File: config.mk
export PLATFORM = sky130hd
export DESIGN_NAME = program_sequencer
export DESIGN_NICKNAME = d
export VERILOG_FILES = /design/src/rtl/program_sequencer_pkg.sv /design/src/rtl/program_store.sv /design/src/rtl/program_sequencer.sv
export SDC_FILE = /design/constraint.sdc
export NUM_CORES = 1
export LEC_CHECK = 0
export BUFFER_PORTS_ARGS = -buffer_cell sky130_fd_sc_hd__buf_2
export CAP_MARGIN = 10
export CORE_MARGIN = 2
export CORE_UTILIZATION = 55
export CTS_CLUSTER_SIZE = 25
export DETAILED_ROUTE_END_ITERATION = 8
export PLACE_DENSITY = 0.75
export SYNTH_ARGS = -nofsm -noshare
export SYNTH_HDL_FRONTEND = slang
export SYNTH_SLANG_ARGS = --single-unit
File: constraint.sdc
create_clock -name clk -period 2.55 [get_ports clk]
set_input_delay 0.6375 -clock clk [delete_from_list [all_inputs] [get_ports clk]]
set_output_delay 0.6375 -clock clk [all_outputs]
set_load 0.05 [all_outputs]
File: src/rtl/program_sequencer_pkg.sv
// Shared definitions for the program sequencer: default geometry, opcode
// constants of the 3-bit core and the sequencer state encoding.
package program_sequencer_pkg;

    localparam int DEFAULT_PROG_DEPTH = 16;
    localparam int DEFAULT_ADDR_W     = 4;

    typedef enum logic [2:0] {
        NOP = 3'd0,
        LDI = 3'd1,
        ADD = 3'd2,
        JNZ = 3'd3,
        SUB = 3'd4,
        LDA = 3'd5,
        STA = 3'd6,
        OUT = 3'd7
    } opcode_e;

    typedef enum logic [1:0] {
        S_EMPTY = 2'd0,
        S_LOAD  = 2'd1,
        S_RUN   = 2'd2,
        S_DONE  = 2'd3
    } state_e;

endpackage

File: src/rtl/program_store.sv
// Dual-field instruction store: one opcode and one operand word per slot,
// single write port with half select, asynchronous read port.
module program_store
    import program_sequencer_pkg::*;
#(
    parameter int PROG_DEPTH = DEFAULT_PROG_DEPTH,
    parameter int ADDR_W     = DEFAULT_ADDR_W
) (
    input  logic              clk,
    input  logic              rst_n,
    input  logic              wr_en,
    input  logic [ADDR_W-1:0] wr_idx,
    input  logic              wr_half,
    input  logic [2:0]        wr_data,
    input  logic              clr_operands,
    input  logic [ADDR_W-1:0] rd_idx,
    output logic [2:0]        rd_opcode,
    output logic [2:0]        rd_operand
);

    logic [2:0] opcode_q  [PROG_DEPTH];
    logic [2:0] opcode_d  [PROG_DEPTH];
    logic [2:0] operand_q [PROG_DEPTH];
    logic [2:0] operand_d [PROG_DEPTH];

    always_comb begin
        // NOTE: every output of this block is given a default first, so no path leaves it unassigned and no latch is inferred.
        opcode_d  = opcode_q;
        operand_d = operand_q;
        if (clr_operands) begin
            for (int i = 0; i < PROG_DEPTH; i++) begin
                operand_d[i] = '0;
            end
        end
        if (wr_en) begin
            if (wr_half) begin
                operand_d[wr_idx] = wr_data;
            end else begin
                opcode_d[wr_idx] = wr_data;
            end
        end
    end

    // NOTE: the store is reset like any other flop because an empty program must read back as zeros immediately after reset.
    always_ff @(posedge clk or negedge rst_n) begin
        if (!rst_n) begin
            for (int i = 0; i < PROG_DEPTH; i++) begin
                opcode_q[i]  <= '0;
                operand_q[i] <= '0;
            end
        end else begin
            // NOTE: non-blocking assignments keep every flop sampling pre-edge values regardless of statement order.
            opcode_q  <= opcode_d;
            operand_q <= operand_d;
        end
    end

    assign rd_opcode  = opcode_q[rd_idx];
    assign rd_operand = operand_q[rd_idx];

endmodule

File: src/rtl/program_sequencer.sv
// Program sequencer: captures a program during init_regs, then walks the PC
// with stall and JNZ redirect, flagging prog_done when execution runs off the end.
module program_sequencer
    import program_sequencer_pkg::*;
#(
    parameter int PROG_DEPTH = DEFAULT_PROG_DEPTH,
    parameter int ADDR_W     = DEFAULT_ADDR_W
) (
    input  logic              clk,
    input  logic              rst_n,
    input  logic              init_regs,
    input  logic              load_valid,
    input  logic [2:0]        load_data,
    input  logic              halt_if,
    input  logic              branch_predicted,
    output logic [2:0]        opcode,
    output logic [2:0]        operand,
    output logic [ADDR_W-1:0] pc,
    output logic [ADDR_W:0]   prog_len,
    output logic              prog_done,
    output logic              load_overflow
);

    localparam logic [ADDR_W+1:0] WPTR_FULL = (ADDR_W+2)'(2 * PROG_DEPTH);

    state_e            state_q, state_d;
    logic [ADDR_W-1:0] pc_q, pc_d;
    logic [ADDR_W+1:0] wptr_q, wptr_d;
    logic [ADDR_W:0]   prog_len_q, prog_len_d;
    logic              overflow_q, overflow_d;

    logic              wr_en;
    logic              clr_operands;
    logic [ADDR_W+1:0] len_round;

    // Words are counted, so rounding up to whole instructions is (wptr+1+1)/2.
    assign len_round = wptr_q + (ADDR_W+2)'(2);

    always_comb begin
        state_d      = state_q;
        pc_d         = pc_q;
        wptr_d       = wptr_q;
        prog_len_d   = prog_len_q;
        overflow_d   = overflow_q;
        wr_en        = 1'b0;
        clr_operands = 1'b0;

        if (init_regs) begin
            state_d = S_LOAD;
            if (state_q != S_LOAD) begin
                clr_operands = 1'b1;
                wptr_d       = '0;
                prog_len_d   = '0;
                pc_d         = '0;
                overflow_d   = 1'b0;
            end else if (load_valid) begin
                if (wptr_q == WPTR_FULL) begin
                    overflow_d = 1'b1;
                end else begin
                    wr_en      = 1'b1;
                    wptr_d     = wptr_q + (ADDR_W+2)'(1);
                    prog_len_d = len_round[ADDR_W+1:1];
                end
            end
        end else begin
            case (state_q)
                S_LOAD: begin
                    pc_d    = '0;
                    state_d = (prog_len_q == '0) ? S_DONE : S_RUN;
                end
                S_RUN: begin
                    if (halt_if) begin
                        pc_d = pc_q;
                    end else if (branch_predicted) begin
                        // JNZ operand is a word address; drop its low bit to get the instruction index.
                        pc_d = ADDR_W'(operand[2:1]);
                    end else if (({1'b0, pc_q} + (ADDR_W+1)'(1)) == prog_len_q) begin
                        state_d = S_DONE;
                    end else begin
                        pc_d = pc_q + ADDR_W'(1);
                    end
                end
                default: begin
                    state_d = state_q;
                end
            endcase
        end
    end

    always_ff @(posedge clk or negedge rst_n) begin
        if (!rst_n) begin
            state_q    <= S_EMPTY;
            pc_q       <= '0;
            wptr_q     <= '0;
            prog_len_q <= '0;
            overflow_q <= 1'b0;
        end else begin
            state_q    <= state_d;
            pc_q       <= pc_d;
            wptr_q     <= wptr_d;
            prog_len_q <= prog_len_d;
            overflow_q <= overflow_d;
        end
    end

    program_store #(
        .PROG_DEPTH (PROG_DEPTH),
        .ADDR_W     (ADDR_W)
    ) u_store (
        .clk          (clk),
        .rst_n        (rst_n),
        .wr_en        (wr_en),
        .wr_idx       (wptr_q[ADDR_W:1]),
        .wr_half      (wptr_q[0]),
        .wr_data      (load_data),
        .clr_operands (clr_operands),
        .rd_idx       (pc_q),
        .rd_opcode    (opcode),
        .rd_operand   (operand)
    );

    assign pc            = pc_q;
    assign prog_len      = prog_len_q;
    assign prog_done     = (state_q == S_DONE);
    assign load_overflow = overflow_q;

endmodule

# Word-level counts from Yosys, hierarchy flattened
# Cells that the tools add are included.
# classes
addsub	4
n_lt_le_gt_ge	3
n_eq_ne	12
mux	40
n_bitwise	3
n_reduce_logical	10
# ops
operator	n
two-way mux 48 bit	3
bitwise mux 48 bit	2
binary-select mux 3 bit (select 4 bit)	2
two-way mux 4 bit	5
two-way mux 6 bit	3
two-way mux 3 bit	5
two-way mux 5 bit	3
demux 3 bit (select 4 bit)	1
>= comparator 5 bit, second input constant	2
two-way mux 1 bit	10
NOT 4 -> 5 bit	2
inequality test 3 bit, second input constant	3
two-way mux 2 bit	4
case mux 4 bit (2 select lines)	1
AND reduction 4 bit	2
adder 6 x 1 -> 6 bit, second input constant	1
adder 6 x 2 -> 6 bit, second input constant	1
== test 6 bit, second input constant	1
AND reduction 3 bit	2
adder 4 x 1 -> 5 bit, second input constant	1
== test 5 bit	1
zero test 5 bit	1
< comparator 5 x 1 -> 1 bit, second input constant	1
adder 4 x 1 -> 4 bit, second input constant	1
other kinds (11)	14
# word_totals
reg_bits	114
in_bits	9
output_inout_bits	17

# Longest topological paths before layout
# depth
word_depth	8
depth_mapped	8

# By module
# A second synthesis with hierarchy kept.
# unflattened
cells_unflattened	480
hier_area_um2	6173.4
# modules_own_cells
mod	n_inst	cells_per_inst	area_each_um2
program_store	1	359	4971.0
program_sequencer	1	121	1202.4

# Worst setup path after synthesis
# Ideal clock, no wire load.
# synth_path
path_kind	flip-flop to output port
start	register pc_q[0] (netlist: pc[0])
end	output opcode[1]
t_arrival_ps	2252
t_required_ps	1913
slack_ps	-340
path_stages_with_launch	7
path_buffers	3
cell_sequence	dfrtp_1 > buf_2 > buf_4 > buf_4 > mux4_2 > a22oi_1 > nand2_1
# synth_via
elab_chain_cells	4
# synth_lines
element	line	source
start, declared	program_sequencer.sv:27	logic [ADDR_W-1:0] pc_q, pc_d;
start signal, assigned	program_sequencer.sv:99	pc_q <= pc_d;
NOT 4 -> 5 bit (implied by the code)	program_store.sv:58	assign rd_opcode = opcode_q[rd_idx];
binary-select mux 3 bit (select 4 bit)	program_store.sv:58	
two-way mux 3 bit (implied by the code) (2 in a row)	program_store.sv:58	
end, declared	program_sequencer.sv:16	output logic [2:0] opcode,
# Every way passes these cells. The select of a mux whose other input is x is not followed.

# Worst setup path in the final report
# layout_path
start	register pc_q[0] (netlist: pc[0])
end	output operand[2]
# layout_via
elab_chain_cells	4
# layout_lines
element	line	source
NOT 4 -> 5 bit (implied by the code)	program_store.sv:59	assign rd_operand = operand_q[rd_idx];
binary-select mux 3 bit (select 4 bit)	program_store.sv:59	
two-way mux 3 bit (implied by the code) (2 in a row)	program_store.sv:59	
end, declared	program_sequencer.sv:17	output logic [2:0] operand,
# Every way passes these cells. The select of a mux whose other input is x is not followed.

==> summary.txt <==
Worst VDD drop: 0.645 mV
Critical Path Start Type: register
HP Class: input pin to asynchronous set/reset pin
Crit-path cells: buf_6 > mux2i_2 > a221oi_2 > a22oi_1 > nand2_1 > buf_6
Net count after synthesis: 572
Synth cell types: 48
Worst setup margin: -245 ps
Final core utilization: 67.2%
Clk network pwr share: 47.5%
Initial antenna violation count: 0
Area growth syn-to-layout: 20.6%
Root Buffer: clkbuf_8
Status: finished with violations
Initial Utilization: 55.7%
Clk slew on worst S/H paths: 60 ps
Gr usage total: 27.9%
Via Count: 4469
Final Skew: 11.4 ps
Normalized max-slew margin: 52.2%
Final TNS setup: -1350 ps
Final setup viols: 6
Die Ht: 108 um
Max-Cap Viols: 0
Min cycle time layout: 2800 ps
Largest net degree at the start of global routing: 54
Switching share of total power: 26.6%
Mean Syn Cell Area: 10.7 um2
Fraction of layout cells with a size suffix above 1: 31.8%
Final wirelength: 15200 um
RSZ-0062 raised after global routing: true
Power per standard cell area: 753 nW/um2
Hold Slack: 58.8 ps
Drt first-iter violations: 391
Internal: 3.97 mW
Full die area: 11700 um2
Crit-path most repeated cell: buf_6
Logic gate share of total power: 15.7%
Vias in the first global route: 4604
Most numerous cell in the Yosys netlist: nand2_1
Crit path arrival time: 2160 ps
Post-route ant nets: 0
Ant diodes: 0
Post-synth EDFFs: 0
Total CTS buffers: 17
CP Buf/Inv Count: 2
NetSw: 1.44 mW
First-pass GRT wire length: 24500 um
CTS tree: yes
Synth Register Bits: 114
Leakage: 3.14 nW
DPL Wire Length: 9390 um
Share of the synthesized area in the top cell type: 47.9%
Hold-fix buffer count after cts: 0
Critical Path Max Stage Delay: 460 ps
Design area: 7190 um2
Total chip power: 5.42 mW
Delay-heaviest family, CP: flip-flops
Residual DRC: 0
Ports: 26
Final hold vios: 0
Synth area leaders: dfrtp_1 48%, nand2_1 7.4%, mux2_4 6.0%
Post-Place Setup Slack: 30.8 ps
Per-cell routed wire length: 20.6 um
Clock sinks: 114
Placed instance area: 6260 um2
Core outline area: 10700 um2
Port Buf Inserts: 25
1st-pass router iterations: 5
Seq/Total Area, Yosys: 47.9%
CP Data Required Time: 1910 ps
Post-synth ARST share: 100%
Clock Path Buffers: 2
Final cycle utilization of the critical path: 110%
Clock Latency Late Sink: 530 ps
Max-slew violations: 0
Placed Cells: 703
Ys flop type: dfrtp_1
Slew @ Worst Pin: 717 ps
Vias per cell: 6.06
Fmax: 358 MHz
Number of non-filler instances in the completed layout: 737
Synth area leader: dfrtp_1
Gate Count Post-Synth: 556
Depth of the CTS H-tree: 4
Critical path class: register to primary output
Post-synth top cells: 117 x nand2_1, 114 x dfrtp_1, 57 x o21ai_0
Fill cell count: 714
Failing checks: setup timing
Mapped Area: 5960 um2
Nets: 601
CP Capture Type: primary output
CP max-delay cell: dfrtp_2
# rows: 38
Overflow after GRT: 0
RePlAce Congestion: 0.903
Sequential power share: 36.8%
Yosys warnings: 0
Chip Width: 108 um
Crit-path max FO: 11
==> registers in the layout, summed over array words and instances (netlist names) <==
name	count
load_overflow	1
pc	4
prog_len	5
state_q	2
u_store.opcode_q	48
u_store.operand_q	48
wptr_q	6
==> power by group through the flow <==
stage	clock network [mW]	registers, mW	logic [mW]
finish	2.57	1.99	0.850
global route	2.67	2.00	0.911
CTS	2.58	1.99	0.825
detailed placement	0	2.01	0.743
global placement	0	2.00	0.724
floorplan	0	2.02	0.509
==> layer usage <==
layer	GRT usage (%)	vias to the layer above	part of all wire, %
met3	5.00	40	6.4
met5	0	-	0
met2	43.7	195	49
met1	37.6	2217	42
met4	13.9	0	2.9
li1	-	2017	-
==> logic make-up (layout without fill, tap and decap cells) <==
family,Yosys count,after routing,share of synthesized area [%]
AOI/OAI and AO/OA,96,96,10.1
xor gates and xnor gates,12,12,1.99
adders and majority gates,7,7,1.47
buffers and inverters,46,87,3.74
DFF,114,114,47.9
muxes,86,86,19.5
and+or+nand+nor,195,195,15.3
==> cell type report <==
type | instances | area (um2) | share of cell area (%)
clock inverters | 10 | 180 | 2.51
flip-flops and latches | 114 | 2860 | 39.7
repair buffers | 45 | 379 | 5.27
inverters | 11 | 41.3 | 0.574
well taps | 140 | 175 | 2.44
clock buffers | 21 | 459 | 6.39
multi-input cells | 396 | 3100 | 43.1
==> worst register-to-register path, stage by stage (launching register included) <==
cell and delay [ps]:
dfrtp_2 440, buf_8 160, buf_4 130, buf_6 130, nand3_1 140, xnor2_1 360
nor4_2 110, o41ai_2 330, buf_4 210, mux2i_2 230, o31ai_2 100
==> cells in the final DEF (no fill, tap or decap), drive strengths merged, types with 2 or more instances in the layout <==
cell type,count
ha,7
clkinv,3
nor2,28
dfrtp,114
clkinvlp,2
nand2,117
a22oi,6
nor3,5
inv,11
o21ai,60
buf,45
bufinv,5
and2,4
o31a,2
nor2b,6
xnor2,7
nand3,8
xor2,4
clkbuf,21
a21oi,4
o31ai,5
nand2b,4
and3,15
nor4,2
mux2i,26
mux4,12
a221oi,12
mux2,48
==> path summary, 6_finish.rpt <==
kind / slack (ps) / end / startpoint / cells after the start
worst max-delay path: -250 / operand[2] / pc[0] / 6
worst min-delay path: 60 / u_store.operand_q[28] / rst_n / 1
worst max register to register: 90 / pc[0] / pc[0] / 10
worst min register to register: 500 / u_store.opcode_q[14] / u_store.opcode_q[14] / 1
max in group asynchronous: 1850 / u_store.operand_q[5] / rst_n / 2
min in group clk: 410 / load_overflow / load_valid / 3
==> repair_timing <==
| item | 4_1_cts | 5_1_grt |
|---|---|---|
| resized for setup | 43 | 20 |
| buffers inserted | 3 | 0 |
| endpoints found under the setup margin | 6 | 10 |
| pin swaps | 6 | 8 |
| gates cloned | 1 | 0 |
Power figures use the tool's default switching activity.
